--- config.mk ---
export PLATFORM = sky130hd
export DESIGN_NAME = axi_word_assembler
export DESIGN_NICKNAME = d
export VERILOG_FILES = /design/src/rtl/rx_pkg.sv /design/src/rtl/rx_word_fifo.sv /design/src/rtl/axi_word_assembler.sv
export SDC_FILE = /design/constraint.sdc
export NUM_CORES = 1
export LEC_CHECK = 0
export CAP_MARGIN = 25
export CELL_PAD_IN_SITES_DETAIL_PLACEMENT = 1
export CELL_PAD_IN_SITES_GLOBAL_PLACEMENT = 2
export CORE_MARGIN = 3
export CORE_UTILIZATION = 38
export DETAILED_ROUTE_END_ITERATION = 6
export PLACE_DENSITY = 0.82
export RECOVER_POWER = 100
export SETUP_SLACK_MARGIN = 0.4
export SYNTH_ARGS = -nofsm -noshare
export SYNTH_HDL_FRONTEND = slang
export SYNTH_SLANG_ARGS = --single-unit
--- constraint.sdc ---
create_clock -name clk -period 3.2 [get_ports clk]
set_input_delay 0.64 -clock clk [delete_from_list [all_inputs] [get_ports clk]]
set_output_delay 0.64 -clock clk [all_outputs]
set_load 0.01 [all_outputs]
--- src/rtl/rx_pkg.sv ---
// Shared definitions for the packet receiver and the register/memory dispatch logic.
package rx_pkg;

  // Address-to-ID translation defaults, shared with the dispatch side
  localparam int          ADDR_SHIFT_DEFAULT   = 2;
  localparam int unsigned ADDR_CEILING_DEFAULT = 32'h0000_0FFF;
  localparam int unsigned ID_CEILING_DEFAULT   = 32'h0000_03FF;

  // Word width of the default build, as seen by the dispatch logic
  localparam int DATA_WIDTH_DEFAULT = 64;

  // Queued word plus its early-termination tag (default word width)
  typedef struct packed {
    logic                          short_word;
    logic [DATA_WIDTH_DEFAULT-1:0] data;
  } rx_word_t;

  // Number of bus beats needed to fill one word (at least one)
  function automatic int beats_f(input int bus, input int data);
    int n;
    n = (data + bus - 1) / bus;
    return (n < 1) ? 1 : n;
  endfunction

endpackage

--- src/rtl/rx_word_fifo.sv ---
// Synchronous first-word-fall-through FIFO; the head is read straight from the
// storage registers and forced to zero while the FIFO is empty.
module rx_word_fifo #(
  parameter int WIDTH = 65,
  parameter int DEPTH = 4
) (
  input  logic                       clk,
  input  logic                       rst,
  input  logic                       push,
  input  logic                       pop,
  input  logic [WIDTH-1:0]           din,
  output logic [WIDTH-1:0]           dout,
  output logic [$clog2(DEPTH):0]     count,
  output logic                       full,
  output logic                       empty
);

  localparam int PW = $clog2(DEPTH);
  localparam int CW = PW + 1;

  logic [WIDTH-1:0] mem [DEPTH];
  logic [PW-1:0]    rd_ptr;
  logic [PW-1:0]    wr_ptr;
  logic             do_push;
  logic             do_pop;

  assign full    = (count == CW'(DEPTH));
  assign empty   = (count == '0);
  assign do_push = push && !full;
  assign do_pop  = pop && !empty;
  assign dout    = empty ? '0 : mem[rd_ptr];

  // Pointers wrap naturally because DEPTH is a power of two
  always_ff @(posedge clk) begin
    if (rst) begin
      rd_ptr <= '0;
      wr_ptr <= '0;
      count  <= '0;
    end else begin
      if (do_push) wr_ptr <= wr_ptr + PW'(1);
      if (do_pop)  rd_ptr <= rd_ptr + PW'(1);
      if (do_push && !do_pop)      count <= count + CW'(1);
      else if (do_pop && !do_push) count <= count - CW'(1);
    end
  end

  // Storage needs no reset; emptiness is tracked by count alone
  always_ff @(posedge clk) begin
    if (do_push) mem[wr_ptr] <= din;
  end

endmodule

--- src/rtl/axi_word_assembler.sv ---
// Collects narrow bus beats LSB-first into wide words, optionally translates
// each finished word from a byte address to a memory ID, and queues it.
module axi_word_assembler
  import rx_pkg::*;
#(
  parameter int          BUS_WIDTH    = 32,
  parameter int          DATA_WIDTH   = 64,
  parameter int          FIFO_DEPTH   = 4,
  parameter int          ADDR_SHIFT   = ADDR_SHIFT_DEFAULT,
  parameter int unsigned ADDR_CEILING = ADDR_CEILING_DEFAULT,
  parameter int unsigned ID_CEILING   = ID_CEILING_DEFAULT
) (
  input  logic                          clk,
  input  logic                          rst,
  input  logic [BUS_WIDTH-1:0]          pkt,
  input  logic                          pkt_valid,
  input  logic                          pkt_last,
  output logic                          pkt_ready,
  input  logic                          is_addr,
  input  logic                          flush,
  output logic [DATA_WIDTH-1:0]         data_out,
  output logic                          data_valid,
  input  logic                          data_ready,
  output logic                          short_word,
  output logic [$clog2(FIFO_DEPTH):0]   fifo_count,
  output logic                          partial_pending
);

  localparam int BEATS = beats_f(BUS_WIDTH, DATA_WIDTH);
  localparam int CNT_W = (BEATS > 1) ? $clog2(BEATS) : 1;
  localparam int PAD_W = BEATS * BUS_WIDTH;

  localparam logic [CNT_W-1:0]      LAST_BEAT = CNT_W'(BEATS - 1);
  localparam logic [DATA_WIDTH-1:0] CEIL_W    = DATA_WIDTH'(ADDR_CEILING);
  localparam logic [DATA_WIDTH-1:0] ID_W      = DATA_WIDTH'(ID_CEILING);

  typedef struct packed {
    logic                  short_word;
    logic [DATA_WIDTH-1:0] data;
  } word_entry_t;

  logic [CNT_W-1:0]      beat_cnt;
  logic [DATA_WIDTH-1:0] asm_reg;
  logic [DATA_WIDTH-1:0] word_raw;
  logic                  take;
  logic                  complete;
  logic                  fifo_full;
  logic                  fifo_empty;
  int                    shamt;
  word_entry_t           push_entry;
  word_entry_t           head_entry;

  // Ready depends only on the registered fill level; a flush swallows the beat
  assign pkt_ready       = !fifo_full;
  assign take            = pkt_valid && pkt_ready && !flush;
  assign complete        = take && ((beat_cnt == LAST_BEAT) || pkt_last);
  assign partial_pending = (beat_cnt != '0);

  // Merge the current beat into its slice; higher slices are still zero
  // because the assembly register is cleared after every word
  always_comb begin
    shamt      = int'(beat_cnt) * BUS_WIDTH;
    word_raw   = asm_reg | DATA_WIDTH'(PAD_W'(pkt) << shamt);
    push_entry = '0;
    push_entry.short_word = pkt_last && (beat_cnt != LAST_BEAT);
    if (is_addr) begin
      push_entry.data = (word_raw <= CEIL_W) ? (word_raw >> ADDR_SHIFT) : ID_W;
    end else begin
      push_entry.data = word_raw;
    end
  end

  // Beat counter and assembly register; flush and completion both start over
  always_ff @(posedge clk) begin
    if (rst || flush) begin
      beat_cnt <= '0;
      asm_reg  <= '0;
    end else if (complete) begin
      beat_cnt <= '0;
      asm_reg  <= '0;
    end else if (take) begin
      beat_cnt <= beat_cnt + CNT_W'(1);
      asm_reg  <= word_raw;
    end
  end

  rx_word_fifo #(
    .WIDTH ($bits(word_entry_t)),
    .DEPTH (FIFO_DEPTH)
  ) u_fifo (
    .clk   (clk),
    .rst   (rst),
    .push  (complete),
    .pop   (data_valid && data_ready),
    .din   (push_entry),
    .dout  (head_entry),
    .count (fifo_count),
    .full  (fifo_full),
    .empty (fifo_empty)
  );

  assign data_valid = !fifo_empty;
  assign data_out   = head_entry.data;
  assign short_word = head_entry.short_word;

endmodule

# After elaboration in Yosys (flattened, before gate mapping)
# Memory sizes are Yosys's and may differ from the RTL's. A register that Yosys moved wholly into a read port is not among the register bits.
# Cells that the tools add are included.
# totals
output_inout_bits,71
latchBits,0
reg_bits,72
wordCells,44
mem_bits_rw,260
in_bits,39
mem_count,1
romBits,0
# mem_list
memory,words,width,read_ports,rd_ports_with_merged_regs,wr,line_no,text
u_fifo.mem,4,65,1,1,1,rx_word_fifo.sv:21,logic [WIDTH-1:0] mem [DEPTH];
# op_classes
multipliers,0
n_reduce_logical,19
add_sub_neg,5
n_div,0
n_shift,1
bitwise_logic,2
n_mux,9
eq_ne,1
magnitude_cmp,1
# op_table
cell,n
65-bit 2-to-1 mux,1
64-bit by 12-bit <= comparator with 1-bit output (second input constant),1
64-bit 2-to-1 mux,1
64-bit bitwise OR,1
32-bit by 6-bit << shifter with 64-bit output,1
62-bit 2-to-1 mux,1
1-bit logical AND,9
3-bit 2-to-1 mux,2
1-bit zero test,5
2-bit by 1-bit adder with 2-bit output (second input constant),2
2-bit 2-to-1 mux,2
3-bit by 1-bit adder with 3-bit output (second input constant),1
3-bit equality test (second input constant),1
3-bit zero test,1
3-bit by 1-bit subtractor with 3-bit output (second input constant),1
1-bit logical OR,2
1-bit 2-to-1 mux,2
2-bit nonzero test,1
2-bit OR reduction,1
1-bit adder (second input constant),1
1-bit NOT,1

# Longest topological paths before layout
# Gate-level depths: netlist of the first run.
# logic_depth
word_depth,10
ltp_mapped,10
mapped_depth_nobuf,9

# Cells and area by module
# Synthesis of the first run repeated with hierarchy kept, for this count alone.
# unflattened
cells_unflattened,867
hier_area_um2,13205.2
# modules_own_cells
module,area_each_um2,seq_area_each_um2,cells_per_inst,instances
rx_word_fifo,10291.1,7987.7,460,1
axi_word_assembler,2914.0,1301.2,407,1

# Least setup slack after synthesis of the first run
# Ideal clock, no wire load.
# synth_path
path_kind,input-to-reg
start,input flush
end,"memory u_fifo.mem[1][0], enable pin"
t_arrival_ps,2713
setup_ps,430
cell_stages,4
required_time_ps,2770
path_slack_ps,57
path_buffers,1
cell_sequence,and3b_4 > o21a_1 > buf_6 > and2_1
# synth_between
elab_chain_cells,6
# synth_rtl
item,line_no,text
from (decl),axi_word_assembler.sv:20,"input logic flush,"
1-bit zero test,axi_word_assembler.sv:55,assign take = pkt_valid && pkt_ready && !flush;
1-bit logical AND,axi_word_assembler.sv:55,
1-bit logical AND,axi_word_assembler.sv:56,assign complete = take && ((beat_cnt == LAST_BEAT) || pkt_last);
1-bit logical AND,rx_word_fifo.sv:29,assign do_push = push && !full;
net u_fifo.do_push,rx_word_fifo.sv:24,logic do_push;
1-bit 2-to-1 mux,rx_word_fifo.sv:49,if (do_push) mem[wr_ptr] <= din;
1-bit 2-to-1 mux (implied by the code),rx_word_fifo.sv:49,
to (decl),rx_word_fifo.sv:21,
# The timed path passes the listed nets, and every way through them passes these cells.

==> results of run 1 <==
## final cells by class
type	instances	area (um^2)	share of cell area (%)
Sequential cell	334	9290	56.6
Multi-Input combinational cell	470	3620	22.1
Timing Repair Buffer	184	1820	11.1
Clock buffer	45	966	5.88
Tap cell	448	561	3.41
Clock inverter	18	139	0.846
Inverter	5	20.0	0.122
## report_power, final
part	internal (mW)	switching, mW
combinational	1.53	1.36
clock	2.30	1.64
sequential	4.78	0.0595
## cell usage after synthesis (all sizes together)
master / number
a2111oi: 1
a211oi: 2
a21oi: 131
a22oi: 8
a31oi: 2
and2: 71
and3b: 1
buf: 15
clkbuf: 38
clkinv: 1
dfxtp: 74
edfxtp: 260
fa: 1
ha: 5
inv: 4
mux2i: 2
mux4: 65
nand2: 3
nand3: 1
nand4: 4
nor2: 131
nor2b: 1
nor3: 9
nor4: 15
nor4b: 1
nor4bb: 1
o21a: 1
o21ai: 1
or3: 4
or3b: 1
or4: 2
xnor2: 2
xor2: 4
## stage by stage
stage,util [%],hold slack [ns],setup WS (ns),instances
floorplan,-,0.438,0.760,862
CTS,48.6,0.474,0.312,1500
global route,48.5,0.506,0.140,1504
detailed placement,44.2,0.458,0.176,1405
finish,48.5,0.481,0.226,1504
global placement,44.2,0.447,0.168,1405
## final timing paths
| kind | depth (start not counted) | end | slack (ns) | startpoint |
|---|---|---|---|---|
| max | 6 | data_out[15] | 0.23 | flip-flop |
| min | 2 | asm_reg[8]$_SDFFE_PP0P_ | 0.48 | asm_reg[8]$_SDFFE_PP0P_ |
| max reg2reg | 7 | asm_reg[7]$_SDFFE_PP0P_ | 0.35 | partial_pending$_SDFFE_PP0P_ |
| min reg2reg | 2 | asm_reg[8]$_SDFFE_PP0P_ | 0.48 | asm_reg[8]$_SDFFE_PP0P_ |
## worst register-to-register path: cells and delay by family (launching register included)
family | cells | cell delay, ns
DFF | 1 | 0.69
and+or+nand+nor | 2 | 0.36
buffers and inverters | 4 | 1.44
AOI/OAI and AO/OA | 1 | 0.25
## per-layer routing
metal | global-route usage, % | routed length, um | up-vias
met1 | 27.0 | 15600 | 4200
met4 | 4.46 | 631 | 6
met2 | 31.6 | 16900 | 236
met3 | 3.85 | 2170 | 46
met5 | 0 | 47 | -
li1 | - | - | 3612
## timing repair
| action | 4_1_cts | 5_1_grt |
|---|---|---|
| setup buffers | 25 | 4 |
| endpoints found under the setup margin | 66 | 95 |
| pin swaps | 4 | 4 |
| gates resized for setup | 205 | 78 |
| cloned | 7 | 0 |
## kinds of logic (layout without fill, tap and decap cells)
kind of cell	count (synthesis)	count (layout)	share of synthesized area [%]
compound gates	146	146	5.81
flops	334	334	70.6
mux	67	67	11.3
simple gates	245	245	9.19
xor+xnor	6	6	0.399
fa+ha+maj	6	6	0.627
buf+inv	58	252	2.13
==> flow_metrics.env, run 1 <==
export IMPL_syn_area_um2=13200
export IMPL_ys_seq_area_share_pct=70.6
export IMPL_nets=1075
export IMPL_numPortBuffers=109
export IMPL_grt_setup_unrepaired="yes"
export IMPL_dieHeight_um=192
export IMPL_dpl_cell_area_um2=15000
export IMPL_final_common_cell="edfxtp_1"
export IMPL_finalCritPeriodShare_pct=92.9
export IMPL_rows=67
export IMPL_synth_cells=862
export IMPL_ant_nets=0
export IMPL_cp_max_fo=7
export IMPL_fin_total_pwr_mw=11.7
export IMPL_hold_viol_final=0
export IMPL_crit_path_max_incr_delay_ns=0.50
export IMPL_antenna_found_initial=3
export IMPL_io_pins=110
export IMPL_relSlewSlack_pct=6.49
export IMPL_slew_viol_final=0
export IMPL_skew_ns=0.0109
export IMPL_grt_overflow_total=0
export IMPL_path_delay_family="buffers and inverters"
export IMPL_path_class="flip-flop to output port"
export IMPL_dieArea_um2=36900
export IMPL_area_growth_pct=24.7
export IMPL_p_leak_nw=5.46
export IMPL_fmax_mhz=336
export IMPL_yosys_top_cells_area="edfxtp_1 59%, dfxtp_1 11%, mux4_2 11%, a21oi_1 5.0%, nor2_1 3.7%"
export IMPL_drive_gt1_share_pct=23.2
export IMPL_syn_avg_cell_area_um2=15.3
export IMPL_numCtsBuffers=35
export IMPL_vias=8100
export IMPL_grt_pass1_vias=8686
export IMPL_drt_iter0_drc=598
export IMPL_cts_buffer_depth=3
export IMPL_fin_crit_ns=2.97
export IMPL_cts_max_level=2
export IMPL_drv_cap=0
export IMPL_fill_cells=3370
export IMPL_hp_class="flip-flop to flip-flop"
export IMPL_yosysUniqueCellTypes=36
export IMPL_initial_core_util_pct=38.9
export IMPL_startpoint_type="flip-flop"
export IMPL_die_w_um=192
export IMPL_synth_seq_cells=334
export IMPL_cts_hold_buf=0
export IMPL_grt_max_degree=66
export IMPL_viasPerCell=5.39
export IMPL_p_per_area_nw_per_um2=710
export IMPL_cts_tree="done"
export IMPL_clock_sinks=334
export IMPL_final_cell_mix="260 x edfxtp_1, 131 x a21oi_1, 130 x nor2_1, 73 x dfxtp_1, 65 x mux4_2"
export IMPL_wl_per_cell_um=23.5
export IMPL_status="finished clean"
export IMPL_crit_slowest_cell="mux4_2"
export IMPL_worstSetupEndpointType="output port"
export IMPL_clk_latency_ns=0.51
export IMPL_largest_reg_flops=260
export IMPL_gp_congestion=0.817
export IMPL_synth_largest_area_cell="edfxtp_1"
export IMPL_cts_root_buf="clkbuf_16"
export IMPL_hpwl_mm=21.3
export IMPL_grt_total_usage_pct=19.4
export IMPL_clk_pin_slew_ns=0.06
export IMPL_synth_nets=907
export IMPL_ys_warn_count=0
export IMPL_final_area_um2=16400
export IMPL_drcViolationCount=0
export IMPL_cp_required_ns=2.56
export IMPL_worst_pin_slew_ns=1.40
export IMPL_synth_top_area_share_pct=59.3
export IMPL_tns_ns=0
export IMPL_arrival_ns=2.33
export IMPL_wl_mm=35.4
export IMPL_antennaDiodeCount=0
export IMPL_vdd_drop_max_v=0.000493
export IMPL_cp_cell_sequence="clkbuf_2, buf_16, buf_4, mux4_2, and2_1, buf_2"
export IMPL_grt_pass1_wl_mm=53.4
export IMPL_core_um2=33900
export IMPL_setup_viol=0
export IMPL_dr_pass1_iters=5
export IMPL_worst_path_buf_inv=4
Power figures use the tool's default switching activity.
==> run 2, diff against run 1 <==
--- a/config.mk
+++ b/config.mk
@@ -5,9 +5,9 @@
 export SDC_FILE = /design/constraint.sdc
 export NUM_CORES = 1
 export LEC_CHECK = 0
-export CAP_MARGIN = 25
 export CELL_PAD_IN_SITES_DETAIL_PLACEMENT = 1
 export CELL_PAD_IN_SITES_GLOBAL_PLACEMENT = 2
+export CORE_ASPECT_RATIO = 1.4
 export CORE_MARGIN = 3
 export CORE_UTILIZATION = 38
 export DETAILED_ROUTE_END_ITERATION = 6
==> flow_metrics.env, run 2 (same netlist as run 1, synthesis figures left out) <==
export IMPL_status="finished clean"
export IMPL_grt_max_degree=66
export IMPL_grt_total_usage_pct=18.7
export IMPL_fmax_mhz=336
export IMPL_drt_iter0_drc=514
export IMPL_swShare_pct=25.8
export IMPL_clock_sinks=334
export IMPL_startpoint_type="flip-flop"
export IMPL_reg2reg_slack_ns=0.39
export IMPL_antenna_found_initial=2
export IMPL_final_common_cell="edfxtp_1"
export IMPL_dieArea_um2=36900
export IMPL_gp_congestion=0.776
export IMPL_cts_tree="done"
export IMPL_cts_max_level=1
export IMPL_final_area_um2=16400
export IMPL_pre_cts_slack_ns=0.110
export IMPL_largest_reg_flops=260
export IMPL_initial_core_util_pct=38.6
export IMPL_drv_cap=0
export IMPL_nets=1065
export IMPL_hold_viol_final=0
export IMPL_dpl_cell_area_um2=14900
export IMPL_fin_total_pwr_mw=11.7
export IMPL_relSlewSlack_pct=12.1
export IMPL_grt_pass1_vias=8403
export IMPL_slew_viol_final=0
export IMPL_skew_ns=0.00681
export IMPL_cts_hold_buf=0
export IMPL_drive_gt1_share_pct=24.8
export IMPL_ant_nets=0
export IMPL_dr_pass1_iters=4
export IMPL_cts_root_buf="clkbuf_16"
export IMPL_power_switching_mw=3.02
export IMPL_clk_latency_ns=0.56
export IMPL_finalCritPeriodShare_pct=93.1
export IMPL_p_int_mw=8.67
export IMPL_setup_viol=0
export IMPL_cp_required_ns=2.56
export IMPL_fill_cells=3313
export IMPL_vdd_drop_max_v=0.000421
export IMPL_numCtsBuffers=31
export IMPL_clk_pin_slew_ns=0.06
export IMPL_cts_buffer_depth=3
export IMPL_tns_ns=0
export IMPL_drcViolationCount=0
export IMPL_grt_pass1_wl_mm=52.2
export IMPL_final_cell_mix="260 x edfxtp_1, 131 x a21oi_1, 131 x nor2_1, 72 x dfxtp_1, 65 x mux4_2"
export IMPL_seqPwrFrac_pct=41.3
export IMPL_numPortBuffers=109
export IMPL_grt_setup_unrepaired="yes"
export IMPL_worst_pin_slew_ns=1.32
export IMPL_vias=7972
export IMPL_fin_crit_ns=2.98
export IMPL_cp_max_fo=6
export IMPL_viasPerCell=5.33
export IMPL_p_leak_nw=5.47
export IMPL_hpwl_mm=20.6
export IMPL_grt_overflow_total=0
export IMPL_dieHeight_um=226
export IMPL_comb_power_share_pct=26.0
export IMPL_area_growth_pct=24.6
export IMPL_arrival_ns=2.34
export IMPL_wl_per_cell_um=23.0
export IMPL_worstSetupEndpointType="output port"
export IMPL_io_pins=110
export IMPL_clkPwrFrac_pct=32.6
export IMPL_wl_mm=34.5
export IMPL_die_w_um=163
export IMPL_p_per_area_nw_per_um2=713
export IMPL_path_class="flip-flop to output port"
export IMPL_core_um2=34100
export IMPL_hp_class="flip-flop to flip-flop"
export IMPL_rows=80
export IMPL_setup_ws_ns=0.221
[run 2: power by group through the flow]
stage | logic, mW | registers (mW) | clock network [mW]
after global routing | 3.31 | 4.84 | 4.05
after floorplan | 1.35 | 4.91 | 0
final | 3.04 | 4.83 | 3.81
after detailed placement | 2.60 | 4.93 | 0
after global placement | 2.57 | 4.92 | 0
after CTS | 2.95 | 4.84 | 3.88
[run 2: per-stage QoR]
step,hold slack (ns),std cells,utilization (%)
2_1_floorplan,0.438,862,-
3_3_place_gp,0.447,1403,43.7
3_5_place_dp,0.462,1403,43.7
4_1_cts,0.475,1491,47.8
5_1_grt,0.492,1495,48.1
6_report,0.476,1497,48.1
[run 2: final timing paths]
| kind | from | to | cells past startpoint |
|---|---|---|---|
| setup / recovery | flip-flop | data_out[50] | 7 |
| hold / removal | asm_reg[11]$_SDFFE_PP0P_ | asm_reg[11]$_SDFFE_PP0P_ | 2 |
| setup reg to reg | u_fifo.count[0]$_SDFFE_PP0P_ | u_fifo.mem[2][42]$_DFFE_PP_ | 6 |
| hold reg to reg | asm_reg[11]$_SDFFE_PP0P_ | asm_reg[11]$_SDFFE_PP0P_ | 2 |
[run 2: layout make-up]
cell class	count	area (um^2)	share of cell area (%)
well taps	451	564	3.44
repair buffers	178	1840	11.2
diodes	2	5.00	0.0305
clock inverters	19	226	1.38
inverters	5	18.8	0.114
multi-input cells	470	3640	22.2
flip-flops and latches	334	9290	56.6
clock buffers	38	822	5.01
[run 2: repair_timing]
action | CTS | global route
pin swaps | 19 | 2
gates resized for setup | 306 | 65
cloned | 8 | 0
setup endpoints to repair | 66 | 55
buffers inserted | 23 | 4
[run 2: critical path: stages (launching register included)]
cell	delay, ns
dfxtp_1	0.39
clkbuf_1	0.19
buf_12	0.13
buf_16	0.12
buf_6	0.11
mux4_2	0.51
and2_0	0.19
buf_6	0.12
[run 2: layer usage]
| metal | vias up | track usage [%] | wire length (um) |
|---|---|---|---|
| li1 | 3578 | - | - |
| met4 | 0 | 4.50 | 601 |
| met5 | - | 0 | 0 |
| met1 | 4177 | 24.0 | 14100 |
| met3 | 39 | 3.06 | 1520 |
| met2 | 178 | 33.1 | 18200 |
==> run 3, diff against run 2 <==
==> constraint.sdc (replaced) <==
create_clock -name clk -period 2.7 [get_ports clk]
set_input_delay 0.27 -clock clk [delete_from_list [all_inputs] [get_ports clk]]
set_output_delay 0.27 -clock clk [all_outputs]
set_load 0.01 [all_outputs]
==> flow_metrics.env, run 3 (same netlist as run 1, synthesis figures left out) <==
export IMPL_ant_nets=0
export IMPL_finalCritPeriodShare_pct=94.0
export IMPL_dieHeight_um=226
export IMPL_fmax_mhz=394
export IMPL_cp_required_ns=2.99
export IMPL_drive_gt1_share_pct=33.0
export IMPL_final_cell_mix="260 x edfxtp_1, 130 x nor2_1, 129 x a21oi_1, 68 x buf_6, 67 x dfxtp_1"
export IMPL_timing_hold_ws_ns=0.460
export IMPL_cts_buffer_depth=3
export IMPL_clk_latency_ns=0.57
export IMPL_cp_cell_sequence="clkbuf_1, nand2_1, a2111oi_2, nor4bb_2, buf_4, buf_6, a22oi_2"
export IMPL_viasPerCell=5.41
export IMPL_dieArea_um2=36900
export IMPL_relSlewSlack_pct=37.5
export IMPL_final_cells=1511
export IMPL_p_int_mw=10.8
export IMPL_fin_crit_ns=2.54
export IMPL_numPortBuffers=109
export IMPL_cts_max_level=1
export IMPL_cts_root_buf="clkbuf_16"
export IMPL_p_per_area_nw_per_um2=857
export IMPL_vdd_drop_max_v=0.000720
export IMPL_path_class="flip-flop to flip-flop"
export IMPL_clkPwrFrac_pct=31.9
export IMPL_antennaDiodeCount=0
export IMPL_dp_cells=1407
export IMPL_power_switching_mw=3.82
export IMPL_cp_max_fo=8
export IMPL_cts_hold_buf=0
export IMPL_wl_mm=36.7
export IMPL_vias=8180
export IMPL_skew_ns=0.0161
export IMPL_hold_viol_final=0
export IMPL_crit_slowest_cell="dfxtp_1"
export IMPL_numCtsBuffers=31
export IMPL_wl_per_cell_um=24.3
export IMPL_final_common_cell="edfxtp_1"
export IMPL_core_um2=34100
export IMPL_rows=80
export IMPL_largest_reg_flops=260
export IMPL_startpoint_type="flip-flop"
export IMPL_area_growth_pct=29.3
export IMPL_nets=1080
export IMPL_setup_viol=0
export IMPL_grt_setup_unrepaired="yes"
export IMPL_antenna_found_initial=2
export IMPL_initial_core_util_pct=38.6
export IMPL_dr_pass1_iters=5
export IMPL_grt_pass1_wl_mm=53.9
export IMPL_slew_viol_final=0
export IMPL_regArea_um2=9310
export IMPL_hp_class="primary input to flip-flop"
export IMPL_fin_total_pwr_mw=14.6
export IMPL_hpwl_mm=20.5
export IMPL_arrival_ns=2.83
export IMPL_grt_max_degree=66
export IMPL_worst_pin_slew_ns=0.938
export IMPL_clk_pin_slew_ns=0.07
export IMPL_worstSetupEndpointType="flip-flop"
export IMPL_p_leak_nw=5.78
export IMPL_grt_total_usage_pct=19.5
export IMPL_gp_congestion=0.823
export IMPL_clock_sinks=334
export IMPL_die_w_um=163
export IMPL_status="finished clean"
export IMPL_comb_power_share_pct=28.8
export IMPL_drv_cap=0
export IMPL_drcViolationCount=0
export IMPL_swShare_pct=26.2
export IMPL_cts_tree="done"
export IMPL_grt_overflow_total=0
export IMPL_crit_path_max_incr_delay_ns=0.47
export IMPL_multi_input_area_um2=3840
export IMPL_seqPwrFrac_pct=39.3
export IMPL_fill_cells=3308
export IMPL_drt_iter0_drc=569
export IMPL_grt_pass1_vias=8642
export IMPL_io_pins=110
==> run 3: what timing repair did <==
item	in CTS	in global routing
endpoints found under the setup margin	108	171
resized for setup	335	106
pin swaps	55	8
cloned	12	2
setup buffers	25	7
==> run 3: worst paths after layout <==
check                                     from                    endpoint  slack [ns]  cells after the start
setup / recovery  partial_pending$_SDFFE_PP0P_  u_fifo.mem[2][2]$_DFFE_PP_        0.16                      7
hold / removal                         pkt[13]    asm_reg[13]$_SDFFE_PP0P_        0.46                      3
setup reg to reg  partial_pending$_SDFFE_PP0P_  u_fifo.mem[2][2]$_DFFE_PP_        0.16                      7
hold reg to reg        asm_reg[5]$_SDFFE_PP0P_     asm_reg[5]$_SDFFE_PP0P_        0.47                      2
==> run 3: per-layer routing <==
metal / part of all wire [%] / wire length (um) / vias to the layer above / track usage (%)
li1: - / - / 3619 / -
met1: 40 / 14800 / 4258 / 25.2
met2: 52 / 19000 / 246 / 34.3
met3: 5.4 / 1970 / 53 / 2.73
met4: 2.3 / 846 / 4 / 5.51
met5: 0.076 / 28 / - / 0
==> run 3: cell type report <==
type / instances / area share, %
Sequential cell: 334 / 54.7
Multi-Input combinational cell: 472 / 22.6
Timing Repair Buffer: 191 / 12.8
Clock buffer: 40 / 5.24
Tap cell: 451 / 3.32
Clock inverter: 18 / 1.24
Inverter: 5 / 0.118
==> run 3: worst max-delay path: cells and delay by family, from the launching register on <==
kind            cells  cell delay [ns]
buf+inv             3             0.72
simple gates        2             0.56
compound gates      2             0.49
flops               1             0.47
==> run 3: power groups by stage <==
stage	sequential [mW]	combinational, mW	clock (mW)
6_report	5.74	4.19	4.65
5_1_grt	5.75	4.48	4.92
4_1_cts	5.74	3.78	4.71
3_5_place_dp	5.85	3.05	0
3_3_place_gp	5.84	3.03	0
2_1_floorplan	5.82	1.60	0
==> run 3: through the flow <==
step,worst slack [ns],TNS [ns],utilization (%),cell area (um^2)
3_5_place_dp,-0.0103,-0.0744,43.8,14900
5_1_grt,0.0550,0,49.8,17000
4_1_cts,0.192,0,48.7,16600
2_1_floorplan,0.352,0,-,13200
3_3_place_gp,-0.0201,-0.400,43.8,14900
6_report,0.163,0,49.8,17000
